`src/rtl/value_ram_ctrl_if.sv`:
```
// Bus bundle for value_ram_ctrl: tokenizer write side, consumer read side and RAM ports.
interface value_ram_ctrl_if #(
  parameter int unsigned ADDR_WIDTH = 5,
  parameter int unsigned DATA_WIDTH = 256,
  parameter int unsigned NUM_REQ    = 2
);
  localparam int unsigned IDW = $clog2(NUM_REQ);

  logic                          wr_valid_i;
  logic [DATA_WIDTH-1:0]         wr_data_i;
  logic                          wr_ready_o;
  logic                          msg_end_i;
  logic                          msg_release_i;
  logic [NUM_REQ-1:0]            req_valid_i;
  logic [NUM_REQ*ADDR_WIDTH-1:0] req_addr_i;
  logic [NUM_REQ-1:0]            req_ready_o;
  logic                          rsp_valid_o;
  logic [IDW-1:0]                rsp_id_o;
  logic [DATA_WIDTH-1:0]         rsp_data_o;
  logic                          rsp_err_o;
  logic [ADDR_WIDTH:0]           count_o;
  logic                          full_o;
  logic                          overflow_o;
  logic                          ram_we_o;
  logic [ADDR_WIDTH-1:0]         ram_waddr_o;
  logic [DATA_WIDTH-1:0]         ram_wdata_o;
  logic                          ram_oe_o;
  logic [ADDR_WIDTH-1:0]         ram_raddr_o;
  logic                          ram_rvalid_i;
  logic [DATA_WIDTH-1:0]         ram_rdata_i;

  modport slave (
    input  wr_valid_i, wr_data_i, msg_end_i, msg_release_i, req_valid_i, req_addr_i,
           ram_rvalid_i, ram_rdata_i,
    output wr_ready_o, req_ready_o, rsp_valid_o, rsp_id_o, rsp_data_o, rsp_err_o,
           count_o, full_o, overflow_o, ram_we_o, ram_waddr_o, ram_wdata_o,
           ram_oe_o, ram_raddr_o
  );

  modport master (
    output wr_valid_i, wr_data_i, msg_end_i, msg_release_i, req_valid_i, req_addr_i,
           ram_rvalid_i, ram_rdata_i,
    input  wr_ready_o, req_ready_o, rsp_valid_o, rsp_id_o, rsp_data_o, rsp_err_o,
           count_o, full_o, overflow_o, ram_we_o, ram_waddr_o, ram_wdata_o,
           ram_oe_o, ram_raddr_o
  );
endinterface

```
`src/rtl/value_ram_ctrl.sv`:
```
// Fill/read/drain sequencer and round-robin read arbiter for the parser value store.
// Optional bounds checking of read addresses: define VALUE_RAM_CTRL_BOUNDS_CHECK_EN.
module value_ram_ctrl #(
  parameter int unsigned ADDR_WIDTH = 5,
  parameter int unsigned DATA_WIDTH = 256,
  parameter int unsigned NUM_REQ    = 2
) (
  input logic             clk,
  input logic             rst,
  value_ram_ctrl_if.slave bus
);
  localparam int unsigned         IDW       = $clog2(NUM_REQ);
  localparam int unsigned         RAM_DEPTH = 2 ** ADDR_WIDTH;
  localparam logic [ADDR_WIDTH:0] DEPTH_CNT = (ADDR_WIDTH + 1)'(RAM_DEPTH);
  localparam logic [IDW-1:0]      LAST_ID   = IDW'(NUM_REQ - 1);

  typedef enum logic [1:0] {FILL, READ, DRAIN} state_t;

  state_t              state;
  logic [ADDR_WIDTH:0] count;
  logic                full;
  logic                overflow;
  logic [IDW-1:0]      rr_ptr;

  logic                s1_valid;
  logic                s1_err;
  logic [IDW-1:0]      s1_id;
  logic                s2_valid;

  logic                  rsp_valid;
  logic [IDW-1:0]        rsp_id;
  logic [DATA_WIDTH-1:0] rsp_data;
  logic                  rsp_err;

  logic                  wr_ready;
  logic                  wr_en;
  logic                  gnt_en;
  logic                  gnt_any;
  logic [IDW-1:0]        gnt_idx;
  logic [NUM_REQ-1:0]    gnt_vec;
  logic [ADDR_WIDTH-1:0] gnt_addr;
  logic                  rd_ok;

  assign wr_ready = !rst && (state == FILL) && !full;
  assign wr_en    = bus.wr_valid_i && wr_ready;
  assign gnt_en   = !rst && (state == READ) && !bus.msg_release_i;

  // Search starts at rr_ptr and wraps; first valid requester wins.
  always_comb begin
    int unsigned    idx;
    logic [IDW-1:0] cand;
    idx     = 0;
    cand    = '0;
    gnt_any = 1'b0;
    gnt_idx = '0;
    gnt_vec = '0;
    for (int unsigned i = 0; i < NUM_REQ; i++) begin
      idx  = (32'(rr_ptr) + i) % NUM_REQ;
      cand = IDW'(idx);
      if (gnt_en && !gnt_any && bus.req_valid_i[cand]) begin
        gnt_any = 1'b1;
        gnt_idx = cand;
      end
    end
    if (gnt_any) gnt_vec[gnt_idx] = 1'b1;
  end

  assign gnt_addr = bus.req_addr_i[gnt_idx*ADDR_WIDTH +: ADDR_WIDTH];

`ifdef VALUE_RAM_CTRL_BOUNDS_CHECK_EN
  assign rd_ok = ({1'b0, gnt_addr} < count);
`else
  assign rd_ok = 1'b1;
`endif

  assign bus.wr_ready_o  = wr_ready;
  assign bus.req_ready_o = gnt_vec;
  assign bus.ram_we_o    = wr_en;
  assign bus.ram_waddr_o = count[ADDR_WIDTH-1:0];
  assign bus.ram_wdata_o = bus.wr_data_i;
  assign bus.ram_oe_o    = gnt_any && rd_ok;
  assign bus.ram_raddr_o = gnt_addr;
  assign bus.rsp_valid_o = rsp_valid;
  assign bus.rsp_id_o    = rsp_id;
  assign bus.rsp_data_o  = rsp_data;
  assign bus.rsp_err_o   = rsp_err;
  assign bus.count_o     = count;
  assign bus.full_o      = full;
  assign bus.overflow_o  = overflow;

  always_ff @(posedge clk or posedge rst) begin
    if (rst) begin
      state     <= FILL;
      count     <= '0;
      full      <= 1'b0;
      overflow  <= 1'b0;
      rr_ptr    <= '0;
      s1_valid  <= 1'b0;
      s1_err    <= 1'b0;
      s1_id     <= '0;
      s2_valid  <= 1'b0;
      rsp_valid <= 1'b0;
      rsp_id    <= '0;
      rsp_data  <= '0;
      rsp_err   <= 1'b0;
    end else begin
      s1_valid <= gnt_any;
      s1_err   <= gnt_any && !rd_ok;
      s1_id    <= gnt_idx;
      s2_valid <= s1_valid;

      // Out-of-range grants bypass the RAM and return a zeroed error response.
      rsp_valid <= s1_valid && (s1_err || bus.ram_rvalid_i);
      if (s1_valid && s1_err) begin
        rsp_id   <= s1_id;
        rsp_data <= '0;
        rsp_err  <= 1'b1;
      end else if (s1_valid && bus.ram_rvalid_i) begin
        rsp_id   <= s1_id;
        rsp_data <= bus.ram_rdata_i;
        rsp_err  <= 1'b0;
      end

      if (gnt_any) rr_ptr <= (gnt_idx == LAST_ID) ? '0 : gnt_idx + 1'b1;

      case (state)
        FILL: begin
          if (bus.msg_release_i) begin
            count    <= '0;
            full     <= 1'b0;
            overflow <= 1'b0;
          end else begin
            if (wr_en) begin
              count <= count + 1'b1;
              full  <= ((count + 1'b1) == DEPTH_CNT);
            end
            if (bus.wr_valid_i && full) overflow <= 1'b1;
            if (bus.msg_end_i) state <= READ;
          end
        end
        READ: begin
          if (bus.msg_release_i) state <= DRAIN;
        end
        DRAIN: begin
          if (!s1_valid && !s2_valid) begin
            state    <= FILL;
            count    <= '0;
            full     <= 1'b0;
            overflow <= 1'b0;
          end
        end
        default: state <= FILL;
      endcase
    end
  end
endmodule

```
`src/flat_wrapper.sv`:
```
// flat-port wrapper written by rule: the top's interface ports become plain ports
module value_ram_ctrl_flat 
#(
  parameter int unsigned ADDR_WIDTH = 5,
  parameter int unsigned DATA_WIDTH = 256,
  parameter int unsigned NUM_REQ    = 2
)
  (clk, rst, bus_wr_valid_i, bus_wr_data_i, bus_msg_end_i, bus_msg_release_i, bus_req_valid_i, bus_req_addr_i, bus_ram_rvalid_i, bus_ram_rdata_i, bus_wr_ready_o, bus_req_ready_o, bus_rsp_valid_o, bus_rsp_id_o, bus_rsp_data_o, bus_rsp_err_o, bus_count_o, bus_full_o, bus_overflow_o, bus_ram_we_o, bus_ram_waddr_o, bus_ram_wdata_o, bus_ram_oe_o, bus_ram_raddr_o);
  value_ram_ctrl_if #(.ADDR_WIDTH(ADDR_WIDTH), .DATA_WIDTH(DATA_WIDTH), .NUM_REQ(NUM_REQ)) bus_i ();
  input logic clk;
  input logic rst;
  input wire logic [$bits(bus_i.wr_valid_i)-1:0] bus_wr_valid_i;
  input wire logic [$bits(bus_i.wr_data_i)-1:0] bus_wr_data_i;
  input wire logic [$bits(bus_i.msg_end_i)-1:0] bus_msg_end_i;
  input wire logic [$bits(bus_i.msg_release_i)-1:0] bus_msg_release_i;
  input wire logic [$bits(bus_i.req_valid_i)-1:0] bus_req_valid_i;
  input wire logic [$bits(bus_i.req_addr_i)-1:0] bus_req_addr_i;
  input wire logic [$bits(bus_i.ram_rvalid_i)-1:0] bus_ram_rvalid_i;
  input wire logic [$bits(bus_i.ram_rdata_i)-1:0] bus_ram_rdata_i;
  output wire logic [$bits(bus_i.wr_ready_o)-1:0] bus_wr_ready_o;
  output wire logic [$bits(bus_i.req_ready_o)-1:0] bus_req_ready_o;
  output wire logic [$bits(bus_i.rsp_valid_o)-1:0] bus_rsp_valid_o;
  output wire logic [$bits(bus_i.rsp_id_o)-1:0] bus_rsp_id_o;
  output wire logic [$bits(bus_i.rsp_data_o)-1:0] bus_rsp_data_o;
  output wire logic [$bits(bus_i.rsp_err_o)-1:0] bus_rsp_err_o;
  output wire logic [$bits(bus_i.count_o)-1:0] bus_count_o;
  output wire logic [$bits(bus_i.full_o)-1:0] bus_full_o;
  output wire logic [$bits(bus_i.overflow_o)-1:0] bus_overflow_o;
  output wire logic [$bits(bus_i.ram_we_o)-1:0] bus_ram_we_o;
  output wire logic [$bits(bus_i.ram_waddr_o)-1:0] bus_ram_waddr_o;
  output wire logic [$bits(bus_i.ram_wdata_o)-1:0] bus_ram_wdata_o;
  output wire logic [$bits(bus_i.ram_oe_o)-1:0] bus_ram_oe_o;
  output wire logic [$bits(bus_i.ram_raddr_o)-1:0] bus_ram_raddr_o;
  assign bus_i.wr_valid_i = bus_wr_valid_i;
  assign bus_i.wr_data_i = bus_wr_data_i;
  assign bus_i.msg_end_i = bus_msg_end_i;
  assign bus_i.msg_release_i = bus_msg_release_i;
  assign bus_i.req_valid_i = bus_req_valid_i;
  assign bus_i.req_addr_i = bus_req_addr_i;
  assign bus_i.ram_rvalid_i = bus_ram_rvalid_i;
  assign bus_i.ram_rdata_i = bus_ram_rdata_i;
  assign bus_wr_ready_o = bus_i.wr_ready_o;
  assign bus_req_ready_o = bus_i.req_ready_o;
  assign bus_rsp_valid_o = bus_i.rsp_valid_o;
  assign bus_rsp_id_o = bus_i.rsp_id_o;
  assign bus_rsp_data_o = bus_i.rsp_data_o;
  assign bus_rsp_err_o = bus_i.rsp_err_o;
  assign bus_count_o = bus_i.count_o;
  assign bus_full_o = bus_i.full_o;
  assign bus_overflow_o = bus_i.overflow_o;
  assign bus_ram_we_o = bus_i.ram_we_o;
  assign bus_ram_waddr_o = bus_i.ram_waddr_o;
  assign bus_ram_wdata_o = bus_i.ram_wdata_o;
  assign bus_ram_oe_o = bus_i.ram_oe_o;
  assign bus_ram_raddr_o = bus_i.ram_raddr_o;
  value_ram_ctrl #(.ADDR_WIDTH(ADDR_WIDTH), .DATA_WIDTH(DATA_WIDTH), .NUM_REQ(NUM_REQ)) u_core (.clk(clk), .rst(rst), .bus(bus_i));
endmodule
```
`config.mk`:
```
export PLATFORM = sky130hd
export DESIGN_NAME = value_ram_ctrl_flat
export DESIGN_NICKNAME = d
export VERILOG_FILES = /design/src/rtl/value_ram_ctrl_if.sv /design/src/rtl/value_ram_ctrl.sv /design/src/flat_wrapper.sv
export SDC_FILE = /design/constraint.sdc
export NUM_CORES = 1
export LEC_CHECK = 0
export ABC_CLOCK_PERIOD_IN_PS = 10100
export CORE_AREA = 3 3 413 415
export CTS_CLUSTER_SIZE = 10
export DETAILED_ROUTE_END_ITERATION = 8
export DIE_AREA = 0 0 416 418
export DONT_BUFFER_PORTS = 1
export GPL_TIMING_DRIVEN = 0
export SLEW_MARGIN = 20
export SYNTH_ARGS = -nofsm -noshare
export SYNTH_HDL_FRONTEND = slang
export SYNTH_SLANG_ARGS = --single-unit
```
`constraint.sdc`:
```
create_clock -name clk -period 10.1 [get_ports clk]
set_input_delay 0.505 -clock clk [delete_from_list [all_inputs] [get_ports clk]]
set_output_delay 0.505 -clock clk [all_outputs]
set_load 0.05 [all_outputs]
```
==> flow_summary.toml <==
[job]
drv_cap = 0

[grt]
grt_pass1_wl_um = 110000
grt.total_usage_pct = 10.3
grt_pass1_vias = 7398
antenna_found_initial = 120
overflow = 0
grt_max_degree = 107

[drt]
vias_per_cell = 2.49
drt-total-wl_um = 95100
dr_wl_met2_um = 44200
drtIter0Drc = 501
via_count = 7916
highest_layer = "met5"
wl_met1_um = 29000
ant_nets = 0
post_drt_wl_per_cell_um = 30.0
drtPass1Iterations = 5
wl_met3_um = 19100
post-route-drc-count = 0

[synthesis]
synth_nets = 1411
ys_ff_latch = 272
synthCells = 879
synth_edf_count = 0
yosysWarnings = 0
ys_seq_area_share_pct = 55.4
async_flop_share_pct = 100
syn_area_per_cell_sq_um = 14.0
synth_top_area_share_pct = 55.4
ys.flop_type = "dfrtp_1"
synth_top_cell_by_area = "dfrtp_1"
ys_types = 32
synthesis.area_sq_um = 12300
ys_top_cells_by_area = "dfrtp_1, mux2_2, buf_4, buf_2, nand3_2"

[place]
hpwlAfterDp_um = 85300
gp_congestion = 1.03
pre_cts_ws_ns = 6.96
io_buffer_count = 0

[sta]
fin_crit_ns = 3.71
drv_slew = 0
timing.final.crit_share_pct = 36.7
rsz0062_at_grt = "no"
max_freq_mhz = 269
setup_viol = 0
hold_slack_ns = 0.0683
finalWorstSetupSlack_ns = 6.39
max_slew_margin_pct = 31.2
hold_viol = 0
fin_skew_ns = 0.0252
worstMarginPinSlew_ns = 1.03

[floorplanning]
coreArea_sq_um = 167000
dieArea_sq_um = 174000
start_util_pct = 7.36
fp.dieH_um = 418
top_level_ports = 1068
num_rows = 150
die_w_um = 416

[final_layout]
nFillCells = 19030
syn2layout_area_growth_pct = 33.7
drive_above_1_share_pct = 65.3
nets = 1462

[hold_path]
hold_path.class = "primary input to flip-flop"

[critical_path]
startpoint_type = "primary input"
startpoint = "rst"
crit_family = "buffers and inverters"
crit_fanout = 70
path_cells = "dlygate4sd3_1, inv_8, and3_1, o21a_1, and2_1"
cp.arrival_ns = 3.21
slowest_delay_ns = 0.65
slowest_stage = "dlygate4sd3_1"
rr_endpoint = "u_core.bus.count_o[3]"
r2r_setup_slack_ns = 7.71
cp.required_ns = 9.60
cp_num_buf_inv = 2
end_kind = "output pin"
crit_end = "bus_req_ready_o[0]"
critical_path_depth = 5
reg2regPathDepth = 5
worstSetupPathType = "primary input to output pin"
timing.rr.start = "u_core.bus.full_o"

[power]
power_uw = 4840
power_frac_comb_pct = 13.1
ir_drop_mv = 0.0917
p_sw_share_pct = 49.9
clkPwrFrac_pct = 27.7
p_seq_share_pct = 59.3
power_density_nw_per_um2 = 295
p_leak_uw = 0.00673
switchingPower_uw = 2420
internal_power_uw = 2430

[clock_tree]
numCtsBuffers = 38
cts_buffer_depth = 3
h-tree-depth = 2
path_clk_slew_ns = 0.06
clock_sinks = 272
cts_tree = "yes"
insertion_delay_ns = 0.58
root_buffer = "clkbuf_16"
post_cts_buffers = 0

[run_status]
status = "complete, no violations"
==> placed cells by master (no fill, tap or decap), types with 2 or more instances in the layout <==
cell and n:
dlygate4sd3_1 6, o21a_1 2, o21ai_0 6, diode_2 24, a31o_2 2, and2_1 3, nor3b_1 2, ha_1 2
nand3_2 3, buf_16 2, clkbuf_1 6, nand2_1 4, a32o_1 2, clkinvlp_4 3, nor2_1 3, buf_4 284
inv_1 4, a21o_2 2, dfrtp_1 272, buf_6 2, buf_2 7, nor3_1 2, or3_1 2, clkinv_4 2
mux2_2 262, bufinv_16 4, clkbuf_16 38
==> synth_stat cells, types with 2 or more instances <==
library cell  count
dfrtp_1         272
nand2_1           4
mux2_2          262
ha_1              2
inv_1             5
nor3_1            2
nand3_2           3
nor2_1            3
nor3b_1           2
a31o_2            2
or3_1             2
a21o_2            2
and2_1            3
buf_2             7
a32o_1            2
buf_4           284
o21a_1            2
o21ai_0           6
==> cell families (layout without fill, tap and decap cells) <==
kind of cell / Yosys count / count (layout) / share of synthesized area [%]
buffers and inverters: 296 / 363 / 17.8
flip-flops: 272 / 272 / 55.4
multiplexers: 262 / 262 / 24.0
AND/OR/NAND/NOR: 24 / 24 / 1.21
AO/OA/AOI/OAI: 21 / 21 / 1.31
adder cells (fa/ha/maj): 2 / 2 / 0.204
other: 1 / 25 / 0.0305
XOR/XNOR: 1 / 1 / 0.0713
==> through the flow <==
stage	utilization [%]	cells	setup TNS (ns)	cell area, sq um
detailed placement	9.07	3088	0	15100
finish	9.84	3174	0	16400
global route	9.82	3159	0	16400
floorplan	-	879	0	12300
global placement	9.01	3083	-494.80	15000
CTS	9.81	3150	0	16400
==> routing by layer <==
layer  vias to the layer above  GRT usage, %
met5                         -             0
met3                       220          9.62
li1                       2854             -
met2                       764          16.3
met1                      4018          9.62
met4                        60          2.58
==> area by class of cell <==
class                           count  area, sq um  area share [%]
Buffer                            291         2170            13.2
Tap cell                         2204         2760            16.8
Antenna cell                       24         60.1           0.365
Multi-Input combinational cell    311         3310            20.1
Inverter                            5         26.3           0.160
Timing Repair Buffer               11          141           0.860
Clock buffer                       45          987            6.01
Clock inverter                     11          185            1.13
Sequential cell                   272         6810            41.4
==> how the worst min path moves through the flow <==
stage	start	end	slack (ns)	cells past startpoint
2_1_floorplan	u_core.s1_valid	u_core.s2_valid	0.36	0
3_5_place_dp	u_core.rr_ptr	u_core.rr_ptr	0.48	1
3_3_place_gp	u_core.s1_id	u_core.bus.rsp_id_o	0.47	1
5_1_grt	bus_ram_rdata_i[94]	u_core.bus.rsp_data_o[94]	0.02	1
4_1_cts	bus_ram_rdata_i[99]	u_core.bus.rsp_data_o[99]	0.0006	1
6_report	bus_ram_rdata_i[22]	u_core.bus.rsp_data_o[22]	0.07	1
==> timing repair <==
item,CTS,global route
hold buffers,6,0
gates resized for setup,0,0
hold endpoints to repair,72,0
==> registers in the layout, indices dropped and copies added, names as in the netlist <==
signal,flops
u_core.s1_id,1
u_core.rr_ptr,1
u_core.bus.count_o,6
u_core.bus.rsp_data_o,256
u_core.state,2
u_core.s1_valid,1
u_core.bus.overflow_o,1
u_core.bus.rsp_id_o,1
u_core.bus.rsp_valid_o,1
u_core.s2_valid,1
u_core.bus.full_o,1
==> power by group through the flow <==
| stage | combinational, uW | clock, uW | sequential [uW] |
|---|---|---|---|
| final | 632 | 1340 | 2870 |
| after CTS | 641 | 1410 | 2920 |
| after global routing | 671 | 1440 | 2950 |
| after floorplan | 563 | 0 | 2530 |
| after detailed placement | 634 | 0 | 2940 |
| after global placement | 615 | 0 | 2940 |
No activity file was read; power rests on OpenSTA's default activity.
